## config.mk

```make
export PLATFORM = sky130hd
export DESIGN_NAME = instr_mem_loader_flat
export DESIGN_NICKNAME = d
export VERILOG_FILES = /design/src/rtl/instr_mem_loader_pkg.sv /design/src/rtl/instr_mem_loader_if.sv /design/src/rtl/instr_mem_loader_word_assembler.sv /design/src/rtl/instr_mem_loader.sv /design/src/flat_wrapper.sv
export SDC_FILE = /design/constraint.sdc
export NUM_CORES = 1
export LEC_CHECK = 0
export ABC_AREA = 1
export ABC_CLOCK_PERIOD_IN_PS = 5100
export BUFFER_PORTS_ARGS = -buffer_cell sky130_fd_sc_hd__buf_2
export CORE_UTILIZATION = 45
export CTS_CLUSTER_SIZE = 40
export DETAILED_ROUTE_END_ITERATION = 10
export PLACE_DENSITY = 0.67
export SLEW_MARGIN = 10
export SYNTH_ARGS = -nofsm -noshare
export SYNTH_HDL_FRONTEND = slang
export SYNTH_HIERARCHICAL = 1
export SYNTH_SLANG_ARGS = --single-unit
```

## constraint.sdc

```tcl
create_clock -name clk -period 5.1 [get_ports clk]
set_clock_uncertainty 0.15 [all_clocks]
set_input_delay 0.255 -clock clk [delete_from_list [all_inputs] [get_ports clk]]
set_output_delay 0.255 -clock clk [all_outputs]
set_load 0.01 [all_outputs]
```

## src/rtl/instr_mem_loader_pkg.sv

```systemverilog
// Shared definitions for the boot-time instruction memory loader.
// Latency: n/a (types, constants and a pure address helper only).
// Backpressure: n/a.
package loader_pkg;

    // Loader FSM state encoding.
    typedef enum logic [2:0] {
        ST_IDLE   = 3'd0,
        ST_LEN_HI = 3'd1,
        ST_LEN_LO = 3'd2,
        ST_DATA   = 3'd3,
        ST_FLUSH  = 3'd4,
        ST_DONE   = 3'd5
    } state_t;

    localparam int BYTES_PER_WORD = 4;
    localparam int LEN_W          = 16;

    // Byte address of instruction number cnt relative to base.
    function automatic logic [31:0] word_byte_addr(input logic [31:0] base,
                                                   input logic [LEN_W-1:0] cnt);
        return base + {14'd0, cnt, 2'b00};
    endfunction

endpackage

```

## src/rtl/instr_mem_loader_if.sv

```systemverilog
// Bundle of the loader's control, byte-stream and memory-write signals.
// Latency: n/a (wiring only).
// Backpressure: rx_ready throttles the byte source; the memory port has none.
// Modports:
//   master - the loader: takes start/rx_data/rx_valid, drives everything else.
//   slave  - the surrounding system: byte source, memory, CPU hold consumer.
interface instr_mem_loader_if;
    logic        start;
    logic [7:0]  rx_data;
    logic        rx_valid;
    logic        rx_ready;
    logic        im_we;
    logic [31:0] im_addr;
    logic [31:0] im_wdata;
    logic        cpu_hold;
    logic        done;
    logic        error;

    modport master (
        input  start, rx_data, rx_valid,
        output rx_ready, im_we, im_addr, im_wdata, cpu_hold, done, error
    );

    modport slave (
        output start, rx_data, rx_valid,
        input  rx_ready, im_we, im_addr, im_wdata, cpu_hold, done, error
    );
endinterface

```

## src/rtl/instr_mem_loader_word_assembler.sv

```systemverilog
// Packs accepted stream bytes MSB-first into 32-bit words.
// Latency: word/word_valid registered, valid in the cycle after the 4th byte.
// Backpressure: none; byte_valid must already be qualified by the handshake.
// Ports: clk/rst (sync, active-high), clr (restart packing), byte_valid/byte_data
// (accepted byte), word/word_valid (assembled word + 1-cycle pulse),
// last_byte (the next accepted byte completes a word).
module word_assembler
    import loader_pkg::*;
(
    input  logic        clk,
    input  logic        rst,
    input  logic        clr,
    input  logic        byte_valid,
    input  logic [7:0]  byte_data,
    output logic [31:0] word,
    output logic        word_valid,
    output logic        last_byte
);

    localparam logic [1:0] LAST_IDX = 2'(BYTES_PER_WORD - 1);

    logic [31:0] word_q;
    logic [1:0]  byte_cnt_q;
    logic        word_valid_q;

    always_ff @(posedge clk) begin
        if (rst || clr) begin
            word_q       <= '0;
            byte_cnt_q   <= '0;
            word_valid_q <= 1'b0;
        end else begin
            word_valid_q <= byte_valid && (byte_cnt_q == LAST_IDX);
            if (byte_valid) begin
                word_q     <= {word_q[23:0], byte_data};
                byte_cnt_q <= byte_cnt_q + 2'd1;
            end
        end
    end

    assign word       = word_q;
    assign word_valid = word_valid_q;
    assign last_byte  = (byte_cnt_q == LAST_IDX);

endmodule

```

## src/rtl/instr_mem_loader.sv

```systemverilog
// Boot loader: length-prefixed byte stream -> big-endian words -> instruction memory.
// Latency: write strobe one cycle after a word's 4th byte; done two cycles after the last byte.
// Backpressure: rx_ready high only in LEN_HI/LEN_LO/DATA; memory writes never stall.
// Ports: clk, rst (sync, active-high); bus (master modport) carries start, the
// rx_* byte handshake, the im_* write port, cpu_hold, done and sticky error.
module instr_mem_loader
    import loader_pkg::*;
#(
    parameter int          MAX_WORDS = 256,
    parameter logic [31:0] BASE_ADDR = 32'h0000_0000
) (
    input  logic               clk,
    input  logic               rst,
    instr_mem_loader_if.master bus
);

    localparam logic [LEN_W-1:0] MAX_LEN = LEN_W'(MAX_WORDS);

    state_t           state_q, state_d;
    logic [LEN_W-1:0] len_q;
    logic [LEN_W-1:0] word_cnt_q;
    logic             error_q;

    logic             rx_ready;
    logic             accept;
    logic [LEN_W-1:0] len_full;
    logic             len_zero;
    logic             len_over;
    logic             last_word;

    logic             asm_clr;
    logic             asm_byte_valid;
    logic [31:0]      asm_word;
    logic             asm_word_valid;
    logic             asm_last_byte;

    // Everything visible outside is decoded from registered state.
    assign rx_ready = (state_q == ST_LEN_HI) || (state_q == ST_LEN_LO) ||
                      (state_q == ST_DATA);
    assign accept   = bus.rx_valid && rx_ready;

    // Full length as it will be once the low byte in flight is latched.
    assign len_full  = {len_q[15:8], bus.rx_data};
    assign len_zero  = (len_full == '0);
    assign len_over  = (len_full > MAX_LEN);
    // word_cnt_q only advances in the strobe cycle, so during byte collection
    // it still holds the index of the word being assembled.
    assign last_word = (word_cnt_q == len_q - 16'd1);

    always_comb begin
        state_d = state_q;
        case (state_q)
            ST_IDLE:   if (bus.start) state_d = ST_LEN_HI;
            ST_LEN_HI: if (accept)    state_d = ST_LEN_LO;
            ST_LEN_LO: begin
                if (accept) begin
                    if (len_zero)      state_d = ST_DONE;
                    else if (len_over) state_d = ST_IDLE;
                    else               state_d = ST_DATA;
                end
            end
            ST_DATA:   if (accept && asm_last_byte && last_word) state_d = ST_FLUSH;
            ST_FLUSH:  state_d = ST_DONE;
            ST_DONE:   state_d = ST_IDLE;
            default:   state_d = ST_IDLE;
        endcase
    end

    always_ff @(posedge clk) begin
        if (rst) state_q <= ST_IDLE;
        else     state_q <= state_d;
    end

    always_ff @(posedge clk) begin
        if (rst) begin
            len_q      <= '0;
            word_cnt_q <= '0;
            error_q    <= 1'b0;
        end else begin
            if (state_q == ST_IDLE && bus.start) error_q <= 1'b0;
            if (state_q == ST_LEN_HI && accept) len_q[15:8] <= bus.rx_data;
            if (state_q == ST_LEN_LO && accept) begin
                len_q[7:0] <= bus.rx_data;
                if (!len_zero && len_over) error_q <= 1'b1;
            end
            if (asm_clr)             word_cnt_q <= '0;
            else if (asm_word_valid) word_cnt_q <= word_cnt_q + 16'd1;
        end
    end

    assign asm_clr        = (state_q == ST_LEN_LO) && (state_d == ST_DATA);
    assign asm_byte_valid = accept && (state_q == ST_DATA);

    word_assembler u_asm (
        .clk        (clk),
        .rst        (rst),
        .clr        (asm_clr),
        .byte_valid (asm_byte_valid),
        .byte_data  (bus.rx_data),
        .word       (asm_word),
        .word_valid (asm_word_valid),
        .last_byte  (asm_last_byte)
    );

    assign bus.rx_ready = rx_ready;
    assign bus.cpu_hold = rx_ready || (state_q == ST_FLUSH);
    assign bus.done     = (state_q == ST_DONE);
    assign bus.error    = error_q;
    assign bus.im_we    = asm_word_valid;
    assign bus.im_wdata = asm_word_valid ? asm_word : 32'd0;
    assign bus.im_addr  = asm_word_valid ? word_byte_addr(BASE_ADDR, word_cnt_q) : 32'd0;

endmodule

```

## src/flat_wrapper.sv

```systemverilog
// flat-port wrapper written by rule: the top's interface ports become plain ports
module instr_mem_loader_flat import loader_pkg::*;
#(
    parameter int          MAX_WORDS = 256,
    parameter logic [31:0] BASE_ADDR = 32'h0000_0000
)
  (clk, rst, bus_start, bus_rx_data, bus_rx_valid, bus_rx_ready, bus_im_we, bus_im_addr, bus_im_wdata, bus_cpu_hold, bus_done, bus_error);
  instr_mem_loader_if bus_i ();
  input  logic clk;
  input  logic rst;
  input wire logic [$bits(bus_i.start)-1:0] bus_start;
  input wire logic [$bits(bus_i.rx_data)-1:0] bus_rx_data;
  input wire logic [$bits(bus_i.rx_valid)-1:0] bus_rx_valid;
  output wire logic [$bits(bus_i.rx_ready)-1:0] bus_rx_ready;
  output wire logic [$bits(bus_i.im_we)-1:0] bus_im_we;
  output wire logic [$bits(bus_i.im_addr)-1:0] bus_im_addr;
  output wire logic [$bits(bus_i.im_wdata)-1:0] bus_im_wdata;
  output wire logic [$bits(bus_i.cpu_hold)-1:0] bus_cpu_hold;
  output wire logic [$bits(bus_i.done)-1:0] bus_done;
  output wire logic [$bits(bus_i.error)-1:0] bus_error;
  assign bus_i.start = bus_start;
  assign bus_i.rx_data = bus_rx_data;
  assign bus_i.rx_valid = bus_rx_valid;
  assign bus_rx_ready = bus_i.rx_ready;
  assign bus_im_we = bus_i.im_we;
  assign bus_im_addr = bus_i.im_addr;
  assign bus_im_wdata = bus_i.im_wdata;
  assign bus_cpu_hold = bus_i.cpu_hold;
  assign bus_done = bus_i.done;
  assign bus_error = bus_i.error;
  instr_mem_loader #(.MAX_WORDS(MAX_WORDS), .BASE_ADDR(BASE_ADDR)) u_core (.clk(clk), .rst(rst), .bus(bus_i));
endmodule
```

==> run_results.csv <==
group,metric,value,unit
run_status,status,"completed",
power,pwr_density_cell,263.4,nW/um^2
critical_path,timing.rr.start,"u_core/len_q[0]$_SDFFE_PP0P_",
clocking,clock_path_buffers,2,
route,first_pass_iters,4,
final_layout,fin_util,51.86,%
timing,tns,0,ns
yosys,yosysTopAreaCell,"dfxtp_1",
route,via_per_inst,4.501,
floorplan,core_area,9240,sq um
critical_path,cp-start-kind,"flop",
timing,rsz0062_at_grt,"no",
clocking,clockRootBuffer,"clkbuf_8",
timing,fin_crit_sh,57.07,%
global_routing,globalRouteOverflowTotal,0,
clocking,cts_tree,"built",
timing,timing.fmax,343.6,MHz
critical_path,r2r_setup_slack,2.19,ns
final_layout,final_nets,751,
placement,dp_hpwl,6702,um
route,routed_wl,9093,um
global_routing,grt_max_degree,70,
yosys,netlist-cell-type-count,34,
floorplan,start_util,46.53,%
global_routing,grt_pass1_wl,15320,um
min_path,hold_class,"in -> reg",
clocking,post_cts_buffers,0,
final_layout,area_growth,11.47,%
route,detail_route.wl_per_cell,10.45,um
final_layout,mostFrequentLayoutCells,"nand2_1, nor2_1, inv_1, dfxtp_1, buf_2",
critical_path,timing.rr.end,"u_core/u_asm/word[15]$_SDFFE_PP0P_",
route,wl_met2,4348,um
min_path,hold_start,"rst",
floorplan,die_x,99.74,um
clocking,post_cts_resized,0,
yosys,syn_area,4299,sq um
final_layout,final_common_cell,"nand2_1",
yosys,yosysSeqAreaShare,33.06,%
global_routing,antenna_found_initial,0,
clocking,clock_latency,0.34,ns
route,route.met3.wl,336,um
min_path,hold_path_end,"u_core/bus.error$_SDFF_PP0_",
timing,drv_slew,0,
timing,setup_viol,0,
clocking,cts.sinks,71,
route,drt_iter0_drc,131,
run,cap_violations,0,
route,route.top_layer_used,"met4",
yosys,synth-seq-cells,71,
route,dr_total_vias,3916,
placement,port-buffer-count,64,
yosys,avgSynthCellArea,6.304,sq um
yosys,synthDominantCellAreaShare,33.06,%
floorplan,rows,35,
timing,max_slew_margin,49.34,%
min_path,whs_path_depth,2,
final_layout,final_cells,870,
global_routing,grt_pass1_vias,3469,
critical_path,cp.required,5.24,ns
yosys,ys_warn_count,6,
timing,hold_violations,0,
placement,place_ws,2.217,ns
route,detail-route-antenna-nets,0,
final_layout,diodes,0,
clocking,cts_hold_buffers,0,
timing,layout_setup_ws,2.190,ns
yosys,postSynthCellCount,682,
placement,dp_cells,854,
timing,layout_min_cycle_time,2.910,ns
final_layout,drive_gt1_share,15.79,%
route,wl_met1,4319,um
global_routing,grtUsageTotal,19.40,%
critical_path,endpoint_kind,"flop",
clocking,numCtsBuffers,9,
timing,tightest_slew,0.7581,ns
power,peakVddDrop,0.1398,mV
critical_path,ff2ff_path_depth,16,
floorplan,die_height,99.74,um
power,leakage,0.002620,uW
floorplan,die_area,9948,sq um
placement,gp_congestion,0.9371,
yosys,synthTopCellsByArea,"dfxtp_1, nand2_1, nor2_1",
critical_path,critPathArrivalTime,3.05,ns
critical_path,cp_max_fo,34,
clocking,cts-htree-levels,3,
route,drc_errors,0,
critical_path,critical_path_class,"reg -> reg",
clocking,path_clk_slew,0.08,ns
floorplan,io_pins,81,
==> layout make-up <==
cell class                 count  area, sq um
clock inverter                 6        68.82
tap                          129        161.4
inverter                     122        457.9
clock buffer                  10        137.6
multi-input combinational    466         2208
sequential                    71         1423
timing repair buffer          66        335.3
fill                         936         4448
==> metrics by stage <==
step | cell area [sq um] | power (uW) | hold WS (ns)
2_1_floorplan | 4355 | 777.8 | 0.1741
3_3_place_gp | 4586 | 805.7 | 0.3085
3_5_place_dp | 4586 | 810.4 | 0.3092
4_1_cts | 4792 | 1277 | 0.01055
5_1_grt | 4792 | 1334 | 0.02891
6_report | 4792 | 1262 | 0.02290
==> power by group <==
part	internal [uW]	total (uW)	switching, uW	leakage (uW)
logic	73.6	216	142	0.00194
registers	569	583	14.2	0.000574
clock network	242	463	221	0.000103
total	884	1260	378	0.00262
==> logic make-up after synthesis <==
logic type,after synthesis,share of synthesized area [%]
simple gates,378,38.15
buf+inv,160,17.05
flops,71,33.06
compound gates,40,4.831
xor+xnor,28,5.704
fa+ha+maj,3,0.8732
other cells,1,0.08723
mux,1,0.2328
==> worst max-delay path, stage by stage (launching register included) <==
cell	delay [ns]
dfxtp_1	0.33
inv_2	0.09
ha_1	0.25
nand3_4	0.12
nor2_4	0.18
nand3_2	0.07
a21oi_1	0.17
nand2_1	0.09
nor2_2	0.09
nand3_2	0.11
nand2_2	0.11
nand2_2	0.07
nand2_4	0.08
inv_1	0.07
nor2_4	0.61
nand2_1	0.16
nor2_1	0.11
==> state kept, by name (all words and copies together) (netlist names) <==
register / count
u_core/u_asm/word: 32
u_core/len_q: 16
u_core/word_cnt_q: 16
u_core/state_q: 3
u_core/u_asm/byte_cnt_q: 2
u_core/bus.error: 1
u_core/u_asm/word_valid: 1
==> metal layers <==
metal	GRT usage, %	vias to the layer above
li1	-	2076
met1	23.84	1759
met2	33.58	75
met3	3.514	6
met4	7.466	0
met5	0	-
==> synth_stat cells <==
| cell | count |
|---|---|
| a21o_1 | 1 |
| a21oi_1 | 14 |
| buf_12 | 1 |
| buf_2 | 6 |
| buf_4 | 17 |
| buf_6 | 6 |
| clkbuf_1 | 8 |
| clkinv_1 | 1 |
| conb_1 | 1 |
| dfxtp_1 | 71 |
| ha_1 | 3 |
| inv_1 | 117 |
| inv_2 | 4 |
| mux2i_1 | 1 |
| nand2_1 | 194 |
| nand2_2 | 5 |
| nand2_4 | 2 |
| nand3_1 | 13 |
| nand3_2 | 2 |
| nand3_4 | 1 |
| nand3b_1 | 1 |
| nand4_1 | 3 |
| nor2_1 | 129 |
| nor2_2 | 5 |
| nor2_4 | 13 |
| nor3_1 | 8 |
| nor4_1 | 1 |
| nor4_4 | 1 |
| o211ai_1 | 1 |
| o21a_1 | 1 |
| o21ai_0 | 22 |
| o21ai_1 | 1 |
| xnor2_1 | 9 |
| xor2_1 | 19 |
==> how the worst max path moves through the flow <==
stage / cells after the start / end / start
2_1_floorplan: 18 / u_core/u_asm/word[0]$_SDFFE_PP0P_ / u_core/len_q[0]$_SDFFE_PP0P_
3_3_place_gp: 16 / u_core/u_asm/word[15]$_SDFFE_PP0P_ / u_core/len_q[0]$_SDFFE_PP0P_
3_5_place_dp: 16 / u_core/u_asm/word[15]$_SDFFE_PP0P_ / u_core/len_q[0]$_SDFFE_PP0P_
4_1_cts: 16 / u_core/u_asm/word[15]$_SDFFE_PP0P_ / u_core/len_q[0]$_SDFFE_PP0P_
5_1_grt: 16 / u_core/u_asm/word[15]$_SDFFE_PP0P_ / u_core/len_q[0]$_SDFFE_PP0P_
6_report: 16 / u_core/u_asm/word[15]$_SDFFE_PP0P_ / u_core/len_q[0]$_SDFFE_PP0P_
No activity file was read; power rests on OpenSTA's default activity.
